File: src/rtl/dmem_arbiter.sv
// Two-port data-memory arbiter: the core MEM stage and an external loader/debug port share one single-port RAM.
// Contention is fixed-priority with an anti-starvation counter, or round-robin when DMEM_ARB_RR_EN is defined.
module dmem_arbiter #(
  parameter int AW         = 8,
  parameter int DW         = 32,
  parameter int STARVE_MAX = 4
) (
  input  logic          clk,
  input  logic          rst_n,
  input  logic          c_req,
  input  logic          c_we,
  input  logic [31:0]   c_addr,
  input  logic [DW-1:0] c_wdata,
  output logic          c_gnt,
  output logic          c_rvalid,
  output logic [DW-1:0] c_rdata,
  input  logic          e_req,
  input  logic          e_we,
  input  logic [31:0]   e_addr,
  input  logic [DW-1:0] e_wdata,
  output logic          e_gnt,
  output logic          e_rvalid,
  output logic [DW-1:0] e_rdata,
  output logic          stall,
  output logic          mem_en,
  output logic          mem_we,
  output logic [AW-1:0] mem_addr,
  output logic [DW-1:0] mem_wdata,
  input  logic [DW-1:0] mem_rdata
);

  logic          contested;
  logic          c_win;
  logic          e_win;
  logic [AW-1:0] c_waddr;
  logic [AW-1:0] e_waddr;
  logic          rd_vld_p1;
  logic          rd_own_p1;
  logic [DW-1:0] c_hold_p1;
  logic [DW-1:0] e_hold_p1;
  logic          unused_addr_bits;

  assign c_waddr          = c_addr[AW+1:2];
  assign e_waddr          = e_addr[AW+1:2];
  assign unused_addr_bits = ^{c_addr[31:AW+2], c_addr[1:0], e_addr[31:AW+2], e_addr[1:0]};
  assign contested        = c_req & e_req;

`ifdef DMEM_ARB_RR_EN
  // rr_ptr names the port that wins the next contested cycle (0 = core, 1 = external).
  logic rr_ptr;

  assign e_win = e_req & (~c_req | rr_ptr);

  always_ff @(posedge clk or negedge rst_n) begin
    if (!rst_n) begin
      rr_ptr <= 1'b0;
    end else if (contested) begin
      rr_ptr <= ~e_win;
    end
  end
`else
  localparam int SW = (STARVE_MAX < 1) ? 1 : $clog2(STARVE_MAX + 1);
  localparam logic [SW-1:0] STARVE_LIM = SW'(STARVE_MAX);

  logic [SW-1:0] starve;

  // External port wins contention only once it has lost STARVE_MAX contested cycles.
  assign e_win = e_req & (~c_req | (starve == STARVE_LIM));

  always_ff @(posedge clk or negedge rst_n) begin
    if (!rst_n) begin
      starve <= '0;
    end else if (e_win) begin
      starve <= '0;
    end else if (contested && (starve != STARVE_LIM)) begin
      starve <= starve + 1'b1;
    end
  end
`endif

  assign c_win = c_req & ~e_win;

  // Grant stage (p0): combinational, forced idle while reset is asserted.
  assign c_gnt     = rst_n & c_win;
  assign e_gnt     = rst_n & e_win;
  assign stall     = rst_n & c_req & ~c_gnt;
  assign mem_en    = c_gnt | e_gnt;
  assign mem_we    = (c_gnt & c_we) | (e_gnt & e_we);
  assign mem_addr  = e_gnt ? e_waddr : c_waddr;
  assign mem_wdata = e_gnt ? e_wdata : c_wdata;

  // Response stage (p1): one read in flight per cycle, tagged with its owner (1 = external).
  always_ff @(posedge clk or negedge rst_n) begin
    if (!rst_n) begin
      rd_vld_p1 <= 1'b0;
      rd_own_p1 <= 1'b0;
    end else begin
      rd_vld_p1 <= mem_en & ~mem_we;
      rd_own_p1 <= e_gnt;
    end
  end

  assign c_rvalid = rd_vld_p1 & ~rd_own_p1;
  assign e_rvalid = rd_vld_p1 & rd_own_p1;

  always_ff @(posedge clk or negedge rst_n) begin
    if (!rst_n) begin
      c_hold_p1 <= '0;
      e_hold_p1 <= '0;
    end else begin
      if (c_rvalid) c_hold_p1 <= mem_rdata;
      if (e_rvalid) e_hold_p1 <= mem_rdata;
    end
  end

  // Each port sees fresh RAM data on its rvalid cycle and keeps its last word otherwise.
  assign c_rdata = c_rvalid ? mem_rdata : c_hold_p1;
  assign e_rdata = e_rvalid ? mem_rdata : e_hold_p1;

endmodule

File: config.mk
export PLATFORM = sky130hd
export DESIGN_NAME = dmem_arbiter
export DESIGN_NICKNAME = d
export VERILOG_FILES = /design/src/rtl/dmem_arbiter.sv
export SDC_FILE = /design/constraint.sdc
export NUM_CORES = 1
export LEC_CHECK = 0
export BUFFER_PORTS_ARGS = -buffer_cell sky130_fd_sc_hd__buf_4
export CAP_MARGIN = 0
export CORE_AREA = 2 2 106 108
export CTS_CLUSTER_DIAMETER = 40
export DETAILED_ROUTE_END_ITERATION = 8
export DIE_AREA = 0 0 108 110
export HOLD_SLACK_MARGIN = 0.06
export PLACE_DENSITY = 0.65
export SYNTH_ARGS = -nofsm -noshare
export SYNTH_HDL_FRONTEND = slang
export SYNTH_SLANG_ARGS = --single-unit
File: constraint.sdc
create_clock -name clk -period 2.4 [get_ports clk]
set_input_delay 0.24 -clock clk [delete_from_list [all_inputs] [get_ports clk]]
set_output_delay 0.24 -clock clk [all_outputs]
set_load 0.03 [all_outputs]
==> results.yml, run 1 <==
routing:
  drtIter0Drc: 62
  wl_mm: 9.79
  firstDrtPassIters: 6
  wl_per_cell_um: 16.4
  vias: 2696
  met3_length_um: 974
  ant_nets: 0
  route.detailed.drc: 0
  met2_length_mm: 5.11
  viasPerCell: 4.51
  wl_met1_mm: 3.66
  top_layer_used: "met4"
outcome:
  outcome: "finished clean"
die:
  die_x_um: 108
  placementRows: 38
  io_pins: 277
  die_y_um: 110
  core_area_um2: 10700
  die-area_um2: 11900
  initial_core_util_pct: 29.5
power:
  p_sw_share_pct: 35.5
  powerDensity_nw_per_um2: 807
  p_total_mw: 4.36
  power_switching_mw: 1.55
  clkPwrFrac_pct: 24.9
  power_frac_comb_pct: 41.5
  peakVddDrop_v: 0.000400
  seqPwrFrac_pct: 33.7
  p_int_mw: 2.82
  p_leak_nw: 2.61
finish:
  nets: 621
  ff_latch_area_um2: 1730
  multi_input_area_um2: 1350
  post-route-util_pct: 50.5
  drive_above_1_share_pct: 79.0
  final_cell_mix: "buf_4, mux2_2, dfrtp_1, clkbuf_8, o21ai_0"
  syn2layout_area_growth_pct: 71.3
  antenna_cells: 0
  n_fill_cell: 971
  layout.cells.most_common: "buf_4"
critical_path:
  critPathSlowestCell: "dfrtp_1"
  r2r_slack_ps: 920
  rr_worst_depth: 7
  cp_cell_sequence: "inv_2, ha_4, nand2_2, a21oi_4, buf_6, buf_12, mux2_2, buf_4"
  cpPeakStageDelay_ps: 390
  critPathLaunchType: "flop"
  crit_arrival_ps: 2050
  critPathKind: "flop to output port"
  worstPathRequired_ps: 2160
  cp_max_fo: 11
  crit_path_end_kind: "output port"
placed_design:
  dpl.hpwl_mm: 7.32
  place.gp.congestion: 0.712
  numPortBuffers: 228
clock_tree:
  clock_sinks: 69
  numCtsBuffers: 9
  clock-root-buffer: "clkbuf_8"
  htreeDepth: 3
  insertion_delay_ps: 340
  clkTransAtPathRegs_ps: 80
  cts_tree: "done"
  clock_path_buffers: 2
sta:
  final.setup.tns_ps: 0
  whs_ps: 105
  post-route-period-util_pct: 95.3
  relSlewSlack_pct: 61.1
  finalSetupViolCount: 0
  fmax_mhz: 437
  period_needed_ps: 2290
  hold_viol: 0
  tightestPinTransition_ps: 584
  drv_slew: 0
  fin_skew_ps: 12.0
grt:
  grt_antenna_before_repair: 0
  grt_pass1_wl_mm: 14.2
  overflow: 0
  grt_pass1_vias: 2829
  grt_max_degree: 47
  track_usage_pct: 15.8
logic_synthesis:
  synth_cells: 215
  synth_seq_area_share_pct: 54.7
  syn_area_um2: 3160
  avgSynthCellArea_um2: 14.7
  ys.warnings.count: 0
  synth_seq_cells: 69
  synthDistinctLibCells: 19
  synth_fp_nets: 383
min_path:
  hold_path_depth: 2
  min_path_type: "input port to flop"
job:
  cap_violations: 0
-- metal layers --
metal  up-vias  global-route usage, %
met4         0                   4.40
met1      1311                   17.1
met5         -                      0
met3         2                   6.35
met2       139                   28.7
li1       1244                      -
-- metrics by stage --
stage	std cells	instance area, µm²	worst slack (ps)
after detailed placement	575	5040	295
final	598	5410	114
after global routing	598	5410	-0.519
after floorplan	215	3160	497
after CTS	595	5330	4.26
after global placement	575	5040	348
-- Yosys cell counts --
master,n,area [µm²]
ha_1,2,25.0
mux2_1,3,33.8
a21oi_4,1,16.3
a221oi_1,1,8.76
a22o_1,1,8.76
buf_6,2,22.5
o21ai_0,5,25.0
inv_1,5,18.8
mux2_2,101,1140
and3_1,2,12.5
dfrtp_1,69,1730
buf_2,9,45.0
nand4_1,2,12.5
buf_4,2,15.0
nor2b_1,1,6.26
nor2_1,1,3.75
nand3_1,3,15.0
nand2_1,4,15.0
nor3b_1,1,7.51
-- layout make-up --
| cell class | count | share of cell area [%] |
|---|---|---|
| clock buffer | 10 | 2.55 |
| clock inverter | 6 | 1.74 |
| inverter | 5 | 0.347 |
| multi-input combinational | 128 | 25.0 |
| sequential | 69 | 31.9 |
| tap | 140 | 3.24 |
| timing repair buffer | 240 | 35.2 |
-- flip-flops by register name, indices dropped and copies added (netlist names) --
| signal | flops |
|---|---|
| c_hold_p1 | 32 |
| e_hold_p1 | 32 |
| starve | 3 |
| rd_own_p1 | 1 |
| rd_vld_p1 | 1 |
-- logic make-up (layout without fill, tap and decap cells) --
kind of cell,after synthesis,count (layout),share of synthesized area [%]
AO/OA/AOI/OAI,8,8,1.86
adder cells (fa/ha/maj),2,2,0.793
buffers and inverters,18,261,3.21
flip-flops,69,69,54.7
multiplexers,104,104,37.1
AND/OR/NAND/NOR,14,14,2.30
-- worst max-delay path, delay by kind of cell, from the launching register on --
family	cells	cell delay, ps
and+or+nand+nor	1	90
AOI/OAI and AO/OA	1	180
muxes	1	340
buffers and inverters	4	560
DFF	1	390
adders and majority gates	1	150
-- what timing repair did --
| item | in CTS | in global routing |
|---|---|---|
| hold buffers | 1 | 0 |
| cloned | 1 | 2 |
| endpoints found under the setup margin | 40 | 40 |
| pin swaps | 1 | 1 |
| hold endpoints to repair | 23 | 0 |
| gates resized for setup | 3 | 5 |
| setup buffers | 2 | 1 |
-- power groups by stage --
stage | clock (mW) | combinational (mW) | sequential (mW)
after floorplan | 0 | 1.08 | 1.47
after global placement | 0 | 1.77 | 1.48
after detailed placement | 0 | 1.79 | 1.50
after CTS | 1.12 | 1.81 | 1.47
after global routing | 1.18 | 1.91 | 1.50
final | 1.08 | 1.81 | 1.47
-- final timing paths --
path,to,start
max,mem_wdata[9],starve[0]$_DFFE_PN0P_
min,rd_vld_p1$_DFF_PN0_,e_we
max reg2reg,rd_vld_p1$_DFF_PN0_,starve[1]$_DFFE_PN0P_
min reg2reg,e_hold_p1[21]$_DFF_PN0_,e_hold_p1[21]$_DFF_PN0_
max in group asynchronous,e_hold_p1[28]$_DFF_PN0_,rst_n
min in group asynchronous,e_hold_p1[8]$_DFF_PN0_,rst_n
No activity file was read; power rests on OpenSTA's default activity.
==> run 2, diff against run 1 <==
CORE_AREA = 2 2 108 110   (was 2 2 106 108)
DIE_AREA = 0 0 110 112   (was 0 0 108 110)
PLACE_DENSITY = unset   (was 0.65)
RECOVER_POWER = 50   (was unset)
clock period = 2.65 ns   (was 2.4 ns; I/O delays follow)
==> run 2 against run 1 <==
  * Setup slack better by 15 ps
  * First-iteration DRC count is 4.8% lower
  * Cell count is 0.33% lower
  * Sequential power is 9.5% lower
  * Critical path type unchanged
==> results.yml, run 2 (synthesized netlist as in run 1, its figures left out) <==
die:
  placementRows: 39
  die_x_um: 110
  io_pins: 277
  die-area_um2: 12300
  die_y_um: 112
  initial_core_util_pct: 28.2
  core_area_um2: 11200
critical_path:
  cp_cell_sequence: "inv_1, ha_1, nand2_1, a21oi_4, buf_12, mux2_2, buf_4"
  critPathSlowestCell: "mux2_2"
  crit_path_end_kind: "output port"
  crit_arrival_ps: 2260
  critPathLaunchType: "flop"
  critPathKind: "flop to output port"
  cp_max_fo: 41
  worstPathRequired_ps: 2380
  cpPeakStageDelay_ps: 390
routing:
  wl_mm: 9.32
  route.detailed.drc: 0
  vias: 2654
  top_layer_used: "met4"
  wl_per_cell_um: 15.6
  met3_length_um: 872
  drtIter0Drc: 59
  wl_met1_mm: 3.39
  ant_nets: 0
  firstDrtPassIters: 3
  viasPerCell: 4.45
  met2_length_mm: 4.94
finish:
  reg.largest.list: "c_hold_p1 x32, e_hold_p1 x32, starve x3"
  antenna_cells: 0
  n_fill_cell: 1028
  final_cell_mix: "buf_4, dfrtp_1, mux2_2, mux2_1, clkbuf_16"
  post-route-util_pct: 48.1
  drive_above_1_share_pct: 66.9
  syn2layout_area_growth_pct: 70.3
  final_cell_area_um2: 5380
  layout.cells.most_common: "buf_4"
  nets: 616
sta:
  whs_ps: 168
  fin_skew_ps: 9.24
  drv_slew: 0
  fmax_mhz: 397
  hold_viol: 0
  relSlewSlack_pct: 3.69
  post-route-period-util_pct: 95.1
  period_needed_ps: 2520
  tightestPinTransition_ps: 1440
  finalSetupViolCount: 0
  rsz0062_at_grt: "no"
  final.setup.tns_ps: 0
power:
  peakVddDrop_v: 0.000462
  p_leak_nw: 2.61
  powerDensity_nw_per_um2: 795
  p_total_mw: 4.27
clock_tree:
  cts-resized-gates: 0
  clock_sinks: 69
  clock-root-buffer: "clkbuf_16"
  htreeDepth: 3
  post_cts_buffers: 0
  clock_path_buffers: 2
  cts_tree: "done"
  cts_hold_buf: 1
  insertion_delay_ps: 330
  clkTransAtPathRegs_ps: 60
  numCtsBuffers: 9
grt:
  grt_max_degree: 59
  grt_pass1_wl_mm: 14.2
  overflow: 0
  grt_pass1_vias: 2864
  track_usage_pct: 15.1
  grt_antenna_before_repair: 0
placed_design:
  place.gp.congestion: 0.733
  dpl.hpwl_mm: 7.35
  post_dp_cell_area_um2: 5030
  numPortBuffers: 228
job:
  cap_violations: 0
min_path:
  min_path_type: "input port to flop"
outcome:
  outcome: "finished clean"
-- run 2: changes by cell type in the layout (fill, tap and decap cells not counted), moves of 2 or more --
cell	delta
mux2_2	-48
inv_2	-2
clkbuf_1	+2
clkbuf_16	+7
mux2_1	+48
buf_12	-2
buf_6	-2
inv_1	+2
clkbuf_8	-10
-- run 2: path summary, 6_finish.rpt --
path / start / slack (ps) / cells past startpoint / end
setup / recovery: starve[0]$_DFFE_PN0P_ / 130 / 7 / mem_wdata[22]
hold / removal: e_we / 170 / 2 / rd_vld_p1$_DFF_PN0_
setup reg to reg: rd_own_p1$_DFF_PN0_ / 880 / 3 / c_hold_p1[24]$_DFF_PN0_
hold reg to reg: c_hold_p1[15]$_DFF_PN0_ / 490 / 1 / c_hold_p1[15]$_DFF_PN0_
max in group asynchronous: rst_n / 640 / 3 / c_hold_p1[28]$_DFF_PN0_
min in group asynchronous: rst_n / 370 / 2 / e_hold_p1[6]$_DFF_PN0_
-- run 2: cell type report --
cell class | count | area (µm²) | share of cell area, %
clock inverters | 7 | 121 | 2.26
flip-flops and latches | 69 | 1730 | 32.1
clock buffers | 9 | 225 | 4.19
well taps | 143 | 179 | 3.33
repair buffers | 235 | 1770 | 32.9
inverters | 5 | 18.8 | 0.349
multi-input cells | 128 | 1340 | 24.8
-- run 2: power by group --
part           switching, mW  internal [mW]
combinational          0.918          0.645
clock                  0.453          0.923
sequential            0.0518           1.28
total                   1.42           2.85
-- run 2: metal layers --
layer	track usage, %	vias to the layer above
met1	15.7	1277
met5	0	-
met4	4.22	0
met2	27.7	135
met3	5.74	9
li1	-	1233
-- run 2: worst max-delay path, delay by kind of cell, from the launching register on --
kind	cells	cell delay, ps
AOI/OAI and AO/OA	1	250
adders and majority gates	1	220
buffers and inverters	3	520
DFF	1	380
muxes	1	390
and+or+nand+nor	1	150
-- run 2: stage by stage --
stage               worst slack [ps]  instances
global placement                 475        579
CTS                              102        596
floorplan                        722        215
finish                           129        596
detailed placement               469        579
global route                    14.5        596
==> run 3, diff against run 2 <==
CORE_AREA = 2 2 109 111   (was 2 2 108 110)
DIE_AREA = 0 0 111 113   (was 0 0 110 112)
clock period = 2.04 ns   (was 2.65 ns; I/O delays follow)
==> run 3 against run 2 <==
  * The run now ends with max-capacitance violations, max-slew violations, negative setup slack left
  * Global-route usage rose by 1.2 points
  * Cell area rose by 7.4%
  * Hold slack got worse by 88 ps
  * Utilization rose by 3.1 points
  * Total power rose by 30%
  * Clock power rose by 15%
  * Non-clock buffer count rose by 14
  * Routed wire length rose by 9.7%
  * Combinational power rose by 42%
  * First-iteration DRC count rose by 78%
  * Die area rose by 1.8%
  * Sequential cell count did not move
  * Critical path type unchanged
==> results.yml, run 3 (synthesized netlist as in run 1, its figures left out) <==
routing:
  viasPerCell: 4.50
  drtIter0Drc: 105
  vias: 2747
  route.detailed.drc: 0
  firstDrtPassIters: 4
  wl_mm: 10.2
  wl_per_cell_um: 16.8
  ant_nets: 0
sta:
  rsz0062_at_grt: "yes"
  finalSetupViolCount: 40
  post-route-period-util_pct: 104
  fin_skew_ps: 9.31
  period_needed_ps: 2130
  fmax_mhz: 470
  worst_slack_ps: -85.8
  relSlewSlack_pct: -9.09
  drv_slew: 68
  tightestPinTransition_ps: 1640
  hold_viol: 0
die:
  placementRows: 39
  io_pins: 277
  core_area_um2: 11300
  die-area_um2: 12500
  initial_core_util_pct: 28.0
  die_x_um: 111
  die_y_um: 113
clock_tree:
  htreeDepth: 3
  clkTransAtPathRegs_ps: 50
  clock_path_buffers: 2
  clock-root-buffer: "clkbuf_16"
  cts_tree: "done"
  numCtsBuffers: 9
  clock_sinks: 69
  insertion_delay_ps: 330
grt:
  grtUsageMet2_pct: 30.6
  top_usage_layer: "met2"
  use_met1_pct: 17.9
  overflow: 0
  grt_pass1_wl_mm: 16.0
  track_usage_pct: 16.3
  grt_antenna_before_repair: 0
  grt_use_met3_pct: 5.20
  grt_pass1_vias: 3091
  grt_max_degree: 68
placed_design:
  numPortBuffers: 228
  place.gp.congestion: 0.790
  place_ws_ps: 64.3
  placed_cells: 580
  dpl.hpwl_mm: 7.51
power:
  powerDensity_nw_per_um2: 962
  p_total_mw: 5.55
  peakVddDrop_v: 0.000439
  p_leak_nw: 2.80
finish:
  post-route-util_pct: 51.2
  syn2layout_area_growth_pct: 82.9
  final_cell_mix: "buf_4, mux2_2, dfrtp_1, buf_6, mux2_4"
  drive_above_1_share_pct: 79.7
  stdcell_count: 610
  reg.largest.list: "c_hold_p1 x32, e_hold_p1 x32, starve x3"
  antenna_cells: 0
  layout.cells.most_common: "buf_4"
  nets: 630
outcome:
  violations: "max-capacitance violations, max-slew violations, negative setup slack"
  outcome: "finished, violations left"
critical_path:
  critPathLaunchType: "flop"
  worstPathRequired_ps: 1840
  cp_max_fo: 13
  crit_path_end_kind: "output port"
  rr_worst_depth: 8
  crit_arrival_ps: 1920
  critPathKind: "flop to output port"
min_path:
  min_path_type: "input port to flop"
  hold_path_depth: 2
job:
  cap_violations: 1
## run 3: critical path: stages, from the launching register on
cell,delay [ps]
dfrtp_1,380
inv_2,80
ha_4,150
nand2_4,50
a21oi_4,150
buf_12,150
buf_16,140
mux2_2,350
buf_6,140
## run 3: where the power goes
group / leakage [nW] / internal (mW) / switching [mW]
clock: 0.141 / 0.985 / 0.607
combinational: 1.84 / 0.992 / 1.23
sequential: 0.814 / 1.66 / 0.0739
## run 3: per-stage QoR
stage               setup TNS, ps  cell area, µm²  hold WS (ps)
CTS                         -2810            5760          72.9
global route                -5550            5770          68.3
global placement                0            5050          13.9
floorplan                       0            3160         -91.6
detailed placement              0            5050          18.4
finish                      -2250            5770          79.9
## run 3: layout make-up
cell class,count,area (µm²)
Multi-Input combinational cell,128,1430
Inverter,5,18.8
Tap cell,143,179
Fill cell,1034,5500
Timing Repair Buffer,249,2100
Clock buffer,10,239
Clock inverter,6,70.1
Sequential cell,69,1730
## run 3: path summary, 6_finish.rpt
path / start / slack (ps) / end
worst min-delay path: e_we / 80 / rd_vld_p1$_DFF_PN0_
min in group asynchronous: rst_n / 440 / starve[0]$_DFFE_PN0P_
worst max-delay path: starve[0]$_DFFE_PN0P_ / -90 / mem_wdata[2]
worst min register to register: e_hold_p1[31]$_DFF_PN0_ / 490 / e_hold_p1[31]$_DFF_PN0_
max in group asynchronous: rst_n / 450 / c_hold_p1[1]$_DFF_PN0_
worst max register to register: starve[1]$_DFFE_PN0P_ / 570 / rd_vld_p1$_DFF_PN0_
## run 3: what timing repair did
| action | in CTS | in global routing |
|---|---|---|
| resized for setup | 64 | 4 |
| gates cloned | 3 | 0 |
| hold buffers | 1 | 0 |
| setup endpoints to repair | 41 | 41 |
| pin swaps | 1 | 1 |
| buffers inserted | 9 | 1 |
| endpoints found under the hold margin | 2 | 0 |
## run 3: layer usage
metal  wire (µm)  vias up
met5           0        -
met4         133        0
met3         753       10
met2        5590      141
met1        3750     1335
li1            -     1261
